**config.mk**
```make
export PLATFORM = sky130hd
export DESIGN_NAME = mips_mc_controller
export DESIGN_NICKNAME = d
export VERILOG_FILES = /design/src/rtl/mips_mc_pkg.sv /design/src/rtl/mips_mc_controller_alu_decoder.sv /design/src/rtl/mips_mc_controller.sv
export SDC_FILE = /design/constraint.sdc
export NUM_CORES = 1
export LEC_CHECK = 0
export BUFFER_PORTS_ARGS = -buffer_cell sky130_fd_sc_hd__buf_2
export CORE_UTILIZATION = 39
export DETAILED_ROUTE_END_ITERATION = 12
export GPL_TIMING_DRIVEN = 0
export PLACE_DENSITY = 0.75
export SETUP_SLACK_MARGIN = 0.2
export SYNTH_ARGS = -nofsm -noshare
export SYNTH_HDL_FRONTEND = slang
export SYNTH_SLANG_ARGS = --single-unit
```
**constraint.sdc**
```tcl
create_clock -name clk -period 2.1 [get_ports clk]
set_clock_uncertainty 0.2 [all_clocks]
set_input_delay 0.63 -clock clk [delete_from_list [all_inputs] [get_ports clk]]
set_output_delay 0.63 -clock clk [all_outputs]
set_load 0.05 [all_outputs]
```
**src/rtl/mips_mc_pkg.sv**
```systemverilog
// Shared encodings for the multicycle MIPS controller: states, opcodes, functs,
// ALU codes and datapath mux selects.
package mips_mc_pkg;

  typedef enum logic [3:0] {
    FETCH   = 4'd0,
    DECODE  = 4'd1,
    MEMADR  = 4'd2,
    MEMRD   = 4'd3,
    MEMWB   = 4'd4,
    MEMWR   = 4'd5,
    RTYPEEX = 4'd6,
    RTYPEWB = 4'd7,
    BEQEX   = 4'd8,
    ADDIEX  = 4'd9,
    ADDIWB  = 4'd10,
    JEX     = 4'd11
  } state_t;

  localparam logic [5:0] OP_RTYPE = 6'b000000;
  localparam logic [5:0] OP_LW    = 6'b100011;
  localparam logic [5:0] OP_SW    = 6'b101011;
  localparam logic [5:0] OP_BEQ   = 6'b000100;
  localparam logic [5:0] OP_ADDI  = 6'b001000;
  localparam logic [5:0] OP_J     = 6'b000010;

  localparam logic [5:0] FN_ADD = 6'b100000;
  localparam logic [5:0] FN_SUB = 6'b100010;
  localparam logic [5:0] FN_AND = 6'b100100;
  localparam logic [5:0] FN_OR  = 6'b100101;
  localparam logic [5:0] FN_SLT = 6'b101010;

  localparam logic [2:0] ALU_ADD = 3'b010;
  localparam logic [2:0] ALU_SUB = 3'b110;
  localparam logic [2:0] ALU_AND = 3'b000;
  localparam logic [2:0] ALU_OR  = 3'b001;
  localparam logic [2:0] ALU_SLT = 3'b111;

  // ALUOP_NONE drives alu_control to 000 in states that do not use the ALU.
  localparam logic [1:0] ALUOP_ADD   = 2'b00;
  localparam logic [1:0] ALUOP_SUB   = 2'b01;
  localparam logic [1:0] ALUOP_FUNCT = 2'b10;
  localparam logic [1:0] ALUOP_NONE  = 2'b11;

  localparam logic [1:0] SRCB_REG     = 2'b00;
  localparam logic [1:0] SRCB_FOUR    = 2'b01;
  localparam logic [1:0] SRCB_IMM     = 2'b10;
  localparam logic [1:0] SRCB_IMM_SH2 = 2'b11;

  localparam logic [1:0] PCSRC_ALU    = 2'b00;
  localparam logic [1:0] PCSRC_ALUOUT = 2'b01;
  localparam logic [1:0] PCSRC_JUMP   = 2'b10;

endpackage

```
**src/rtl/mips_mc_controller_alu_decoder.sv**
```systemverilog
// ALU decoder: maps alu_op and funct to alu_control; purely combinational.
// Flags unsupported funct values only when the funct field is being decoded.
module mips_alu_decoder
  import mips_mc_pkg::*;
(
  input  logic [1:0] alu_op,
  input  logic [5:0] funct,
  output logic [2:0] alu_control,
  output logic       illegal_funct
);

  always_comb begin
    alu_control   = ALU_AND;
    illegal_funct = 1'b0;
    case (alu_op)
      ALUOP_ADD: alu_control = ALU_ADD;
      ALUOP_SUB: alu_control = ALU_SUB;
      ALUOP_FUNCT: begin
        case (funct)
          FN_ADD:  alu_control = ALU_ADD;
          FN_SUB:  alu_control = ALU_SUB;
          FN_AND:  alu_control = ALU_AND;
          FN_OR:   alu_control = ALU_OR;
          FN_SLT:  alu_control = ALU_SLT;
          default: begin
            alu_control   = ALU_ADD;
            illegal_funct = 1'b1;
          end
        endcase
      end
      default: alu_control = ALU_AND;
    endcase
  end

endmodule

```
**src/rtl/mips_mc_controller.sv**
```systemverilog
// Multicycle MIPS control FSM: Moore decode of state, plus pc_en/ir_write/illegal_op
// that also depend on mem_ready, zero and the decoded opcode/funct.
module mips_mc_controller
  import mips_mc_pkg::*;
(
  input  logic       clk,
  input  logic       arst_n,
  input  logic [5:0] op_code,
  input  logic [5:0] funct,
  input  logic       zero,
  input  logic       mem_ready,
  output logic       mem_req,
  output logic       mem_write,
  output logic       iord,
  output logic       ir_write,
  output logic       pc_en,
  output logic       reg_write,
  output logic       reg_dest,
  output logic       mem_to_reg,
  output logic       alu_src_a,
  output logic [1:0] alu_src_b,
  output logic [1:0] pc_src,
  output logic [2:0] alu_control,
  output logic       illegal_op,
  output logic [3:0] state_dbg
);

  state_t     state, state_next;
  logic [1:0] alu_op;
  logic       pc_write, branch, illegal_dec, illegal_funct;

  always_ff @(posedge clk or negedge arst_n) begin
    if (!arst_n) state <= FETCH;
    else         state <= state_next;
  end

  always_comb begin
    state_next  = state;
    mem_req     = 1'b0;
    mem_write   = 1'b0;
    iord        = 1'b0;
    ir_write    = 1'b0;
    reg_write   = 1'b0;
    reg_dest    = 1'b0;
    mem_to_reg  = 1'b0;
    alu_src_a   = 1'b0;
    alu_src_b   = SRCB_REG;
    pc_src      = PCSRC_ALU;
    alu_op      = ALUOP_NONE;
    pc_write    = 1'b0;
    branch      = 1'b0;
    illegal_dec = 1'b0;
    case (state)
      FETCH: begin
        mem_req   = 1'b1;
        alu_src_b = SRCB_FOUR;
        alu_op    = ALUOP_ADD;
        if (mem_ready) begin
          ir_write   = 1'b1;
          pc_write   = 1'b1;
          state_next = DECODE;
        end
      end
      DECODE: begin
        alu_src_b = SRCB_IMM_SH2;
        alu_op    = ALUOP_ADD;
        case (op_code)
          OP_LW, OP_SW: state_next = MEMADR;
          OP_RTYPE:     state_next = RTYPEEX;
          OP_BEQ:       state_next = BEQEX;
          OP_ADDI:      state_next = ADDIEX;
          OP_J:         state_next = JEX;
          default: begin
            illegal_dec = 1'b1;
            state_next  = FETCH;
          end
        endcase
      end
      MEMADR: begin
        alu_src_a  = 1'b1;
        alu_src_b  = SRCB_IMM;
        alu_op     = ALUOP_ADD;
        state_next = (op_code == OP_SW) ? MEMWR : MEMRD;
      end
      MEMRD: begin
        mem_req = 1'b1;
        iord    = 1'b1;
        if (mem_ready) state_next = MEMWB;
      end
      MEMWB: begin
        reg_write  = 1'b1;
        mem_to_reg = 1'b1;
        state_next = FETCH;
      end
      MEMWR: begin
        mem_req   = 1'b1;
        mem_write = 1'b1;
        iord      = 1'b1;
        if (mem_ready) state_next = FETCH;
      end
      RTYPEEX: begin
        alu_src_a  = 1'b1;
        alu_op     = ALUOP_FUNCT;
        state_next = RTYPEWB;
      end
      RTYPEWB: begin
        reg_write  = 1'b1;
        reg_dest   = 1'b1;
        state_next = FETCH;
      end
      BEQEX: begin
        alu_src_a  = 1'b1;
        alu_op     = ALUOP_SUB;
        pc_src     = PCSRC_ALUOUT;
        branch     = 1'b1;
        state_next = FETCH;
      end
      ADDIEX: begin
        alu_src_a  = 1'b1;
        alu_src_b  = SRCB_IMM;
        alu_op     = ALUOP_ADD;
        state_next = ADDIWB;
      end
      ADDIWB: begin
        reg_write  = 1'b1;
        state_next = FETCH;
      end
      JEX: begin
        pc_src     = PCSRC_JUMP;
        pc_write   = 1'b1;
        state_next = FETCH;
      end
      default: state_next = FETCH;
    endcase
  end

  // The decoder only flags funct when alu_op selects funct decode (RTYPEEX).
  mips_alu_decoder u_alu_dec (
    .alu_op        (alu_op),
    .funct         (funct),
    .alu_control   (alu_control),
    .illegal_funct (illegal_funct)
  );

  assign pc_en      = pc_write | (branch & zero);
  assign illegal_op = illegal_dec | illegal_funct;
  assign state_dbg  = state;

endmodule

```
==> results of run 1 <==
==> kinds of logic after synthesis <==
kind of cell / after synthesis / share of synthesized area (%)
xor gates and xnor gates: 3 / 4.05
AOI/OAI and AO/OA: 22 / 23.4
and+or+nand+nor: 50 / 44.6
DFF: 4 / 15.4
muxes: 4 / 6.56
buffers and inverters: 10 / 5.98
==> per-stage QoR <==
stage	cells	setup TNS, ns	hold slack, ns	worst slack [ns]
after floorplan	93	-2.09	0.134	-0.272
after global placement	144	-1.69	0.234	-0.438
after detailed placement	144	-1.80	0.240	-0.461
==> cells in the mapped netlist (2+ instances only) <==
library cell,count
inv_1,2
nand4_1,2
nor2b_1,3
mux2i_1,2
or4_1,2
o211ai_1,2
nand2_1,3
dfrtp_1,4
a21oi_1,4
nand2b_1,8
nand3_1,2
o21ai_0,4
a21o_1,3
nor3_1,9
nor2_1,10
clkbuf_1,7
mux2_2,2
xnor2_1,2
==> flow_summary_export.csv, run 1 <==
group,metric,value,unit
synthesis,ys_seq_area_share,15.4,%
floorplan,pin_count,37,
synthesis,syn_inst,93,
synthesis,synth_seq_cells,4,
cts,cts_resized,67,
synthesis,synth_area,648,µm²
synthesis,synthFlopType,"dfrtp_1",
placed_design,dp_hpwl,1580,µm
outcome,tool.error,"[ERROR DPL-0038] Utilization greater than 100%, impossible to legalize",
outcome,stop_stage,"4_1_cts",
cts,clock_path_buffers,2,
cts,ctsRootBufferMaster,"clkbuf_4",
floorplan,core.rowCount,14,
synthesis,synth-async-reset-ratio,100,%
synthesis,syn_area_per_cell,6.97,µm²
cts,clock_sinks,4,
cts,postCtsHoldBufs,1,
synthesis,ys_types,40,
floorplan,dieHeight,42.8,µm
floorplan,die_w,42.8,µm
floorplan,start_util,42.5,%
synthesis,netlist.area_leader.share,15.4,%
synthesis,ys_warn_count,0,
synthesis,syn_nets,109,
synthesis,synth_edf_count,0,
cts,cts_buffers,3,
placed_design,place_area,1160,µm²
placed_design,gp_congestion,0.796,
synthesis,synth_area_leaders,"dfrtp_1 (15%), nand2b_1 (7.7%), nor3_1 (6.9%)",
placed_design,port_buffers,35,
cts,postCtsSetupRepairBufs,22,
outcome,status,"did not finish",
synthesis,yosysTopAreaCell,"dfrtp_1",
cts,htree_levels,1,
==> run 2: changes to the inputs <==
--- a/config.mk
+++ b/config.mk
@@ -6,11 +6,11 @@
 export NUM_CORES = 1
 export LEC_CHECK = 0
 export BUFFER_PORTS_ARGS = -buffer_cell sky130_fd_sc_hd__buf_2
-export CORE_UTILIZATION = 39
+export CORE_AREA = 2 2 63 65
 export DETAILED_ROUTE_END_ITERATION = 12
+export DIE_AREA = 0 0 65 67
 export GPL_TIMING_DRIVEN = 0
-export PLACE_DENSITY = 0.75
-export SETUP_SLACK_MARGIN = 0.2
+export PLACE_DENSITY_LB_ADDON = 0.15
 export SYNTH_ARGS = -nofsm -noshare
 export SYNTH_HDL_FRONTEND = slang
 export SYNTH_SLANG_ARGS = --single-unit
==> constraint.sdc (replaced) <==
create_clock -name clk -period 2.7 [get_ports clk]
set_clock_uncertainty 0.2 [all_clocks]
set_input_delay 0.81 -clock clk [delete_from_list [all_inputs] [get_ports clk]]
set_output_delay 0.81 -clock clk [all_outputs]
set_load 0.05 [all_outputs]
==> run 2 against run 1 <==
Against the previous run: the flow now finishes, with violations (negative setup slack); synthesized area is the same; synthesized cell count is the same.
==> flow_summary_export.csv, run 2 <==
group,metric,value,unit
worst_setup_path,critical_path_required,1.69,ns
outcome,status,"complete, but fails checks",
synthesis,synth-xor-area-share,4.05,%
global_routing,grt_antenna_before_repair,0,
synthesis,synth_top_family_by_area,"simple AND/OR/NAND/NOR gates",
synthesis,synth-async-reset-ratio,100,%
finish,antenna_cells,0,
worst_setup_path,path_class,"in -> out",
floorplan,core.rowCount,22,
placed_design,gp_congestion,0.767,
floorplan,dieHeight,67,µm
synthesis,syn_inst,93,
floorplan,core-area,3610,µm²
pwr,ir_worst_vdd,332,µV
pwr,p_switching,0.724,mW
pwr,p_per_area,1030,nW/µm²
floorplan,pin_count,37,
worst_setup_path,cp.arrival,1.81,ns
synthesis,synthFlopType,"dfrtp_1",
synthesis,synth_area_leaders,"dfrtp_1 (15%), nand2b_1 (7.7%), nor3_1 (6.9%)",
sta,post-route-period-util,104,%
flow_run,drv_cap,0,
sta,setup_viol,1,
synthesis,muxShareOfSynthArea,6.56,%
worst_setup_path,start_kind,"primary input",
route,vias,852,
cts,clock_sinks,4,
finish,final_common_cell,"buf_2",
global_routing,grt.total_usage,10.4,%
synthesis,yosys.area_share.adder,0,%
finish,num-nets-final,150,
finish,drive_gt1_share,57.1,%
sta,period_minus_slack,2.82,ns
route,drc,0,
finish,area_growth_syn_to_layout,85.9,%
placed_design,port_buffers,35,
synthesis,synth_area,648,µm²
synthesis,synth_edf_count,0,
floorplan,die_w,65,µm
synthesis,synth_seq_cells,4,
pwr,total_power,1.24,mW
global_routing,grt_pass1_vias,792,
outcome,violations,"negative setup slack",
route,ant_nets,0,
route,vias_per_cell,4.71,
sta,hold_viol_final,0,
synthesis,syn_area_per_cell,6.97,µm²
synthesis,ys_types,40,
placed_design,pre_cts_ws,-0.238,ns
worst_setup_path,end_kind,"output pin",
placed_design,dp_hpwl,1780,µm
synthesis,synth-simple-area-share,44.6,%
global_routing,grt-ovfl-total,0,
route,wl,2280,µm
synthesis,synthTopCellsByCount,"nor2_1 (10), nor3_1 (9), nand2b_1 (8)",
pwr,power_frac_seq,10.8,%
synthesis,synth-compound-area-share,23.4,%
route,drt_iter0_drc,18,
route,wl_per_cell,12.6,µm
global_routing,grt_max_degree,13,
finish,largest_register_ff_count,4,
sta,fin_ws,-0.117,ns
floorplan,die-area,4360,µm²
synthesis,ys_seq_area_share,15.4,%
cts,cts_buffers,3,
sta,rsz0062_at_grt,"true",
cts,clk_latency,0.21,ns
worst_setup_path,crit_fanout,2,
sta,slew_headroom,77.0,%
cts,ctsRootBufferMaster,"clkbuf_8",
cts,clk_pin_slew_worst_paths,0.03,ns
pwr,leakagePower,0.492,nW
synthesis,ys_warn_count,0,
pwr,clock_power_share,10.6,%
synthesis,syn_nets,109,
cts,cts_tree,"yes",
sta,tightest_slew,0.342,ns
pwr,switching_share,58.6,%
route,drt_pass1_iterations,2,
pwr,p_int,0.512,mW
sta,fmax,355,MHz
floorplan,start_util,18.0,%
global_routing,grt_pass1_wl,3620,µm
synthesis,yosysTopAreaCell,"dfrtp_1",
hold_path,min_path_type,"in -> async",
synthesis,netlist.area_leader.share,15.4,%
sta,finalMaxSlewViolations,0,
cts,clock_path_buffers,2,
pwr,combPwrFrac,78.6,%
synthesis,synth.most_common_cell,"nor2_1",
finish,final_cell_mix,"buf_2 (24), nand2b_1 (7), buf_4 (7)",
cts,htree_levels,1,
==> run 2: cell counts after synthesis <==
No cell type changed its count.
==> run 2: path summary, 6_finish.rpt <==
| kind | from | endpoint | slack [ns] | cells past startpoint |
|---|---|---|---|---|
| max in group asynchronous | arst_n | state_dbg[2] | 1.98 | 1 |
| worst max-delay path | funct[4] | alu_control[0] | -0.12 | 5 |
| min in group clk | state_dbg[0] | state_dbg[0] | 0.53 | 2 |
| worst min-delay path | arst_n | state_dbg[0] | 0.19 | 1 |
| worst min register to register | state_dbg[0] | state_dbg[0] | 0.53 | 2 |
| worst max register to register | state_dbg[1] | state_dbg[0] | 0.95 | 3 |
==> run 2: worst max-delay path, cell delays in order <==
cell and delay, ns:
buf_6 0.09, nand4bb_1 0.20, or3b_4 0.40, a21boi_4 0.14
buf_6 0.17
==> run 2: logic make-up after synthesis <==
group / Yosys count
AND/OR/NAND/NOR: 50
AO/OA/AOI/OAI: 22
buffers and inverters: 10
multiplexers: 4
flip-flops: 4
XOR/XNOR: 3
==> run 2: per-layer routing <==
| metal | wire length (µm) | share of wire [%] | track usage, % |
|---|---|---|---|
| met2 | 1100 | 48 | 18.3 |
| met1 | 1070 | 47 | 13.9 |
| met5 | 0 | 0 | 0 |
| met3 | 109 | 4.8 | 1.69 |
| met4 | 0 | 0 | 0.798 |
==> run 2: timing repair <==
| item | CTS | global route |
|---|---|---|
| hold buffers | 0 | 0 |
| endpoints found under the setup margin | 13 | 7 |
| setup buffers | 1 | 2 |
| pin swaps | 6 | 4 |
| gates resized for setup | 29 | 17 |
==> run 2: final cells by class <==
type | instances | area (µm²)
Tap cell | 48 | 60.1
Fill cell | 392 | 2400
Multi-Input combinational cell | 79 | 669
Inverter | 2 | 11.3
Clock buffer | 4 | 45.0
Timing Repair Buffer | 38 | 268
Buffer | 6 | 47.5
Sequential cell | 4 | 104
==> run 2: metrics by stage <==
| step | instances | hold slack [ns] | utilization, % | cell area [µm²] | TNS [ns] |
|---|---|---|---|---|---|
| after global routing | 181 | 0.194 | 33.4 | 1200 | -0.286 |
| after CTS | 179 | 0.191 | 31.5 | 1140 | -0.123 |
| final | 181 | 0.192 | 33.4 | 1200 | -0.117 |
| after floorplan | 93 | 0.314 | - | 763 | -0.0323 |
| after global placement | 176 | 0.415 | 27.7 | 998 | -0.564 |
| after detailed placement | 176 | 0.419 | 27.7 | 998 | -0.600 |
==> run 2: power groups by stage <==
stage | combinational [mW] | clock [mW] | sequential, mW
after global routing | 1.02 | 0.140 | 0.141
after CTS | 0.936 | 0.134 | 0.127
final | 0.971 | 0.131 | 0.134
after global placement | 0.917 | 0 | 0.0947
after floorplan | 0.671 | 0 | 0.156
after detailed placement | 0.916 | 0 | 0.0957
No activity file was read; power rests on OpenSTA's default activity.
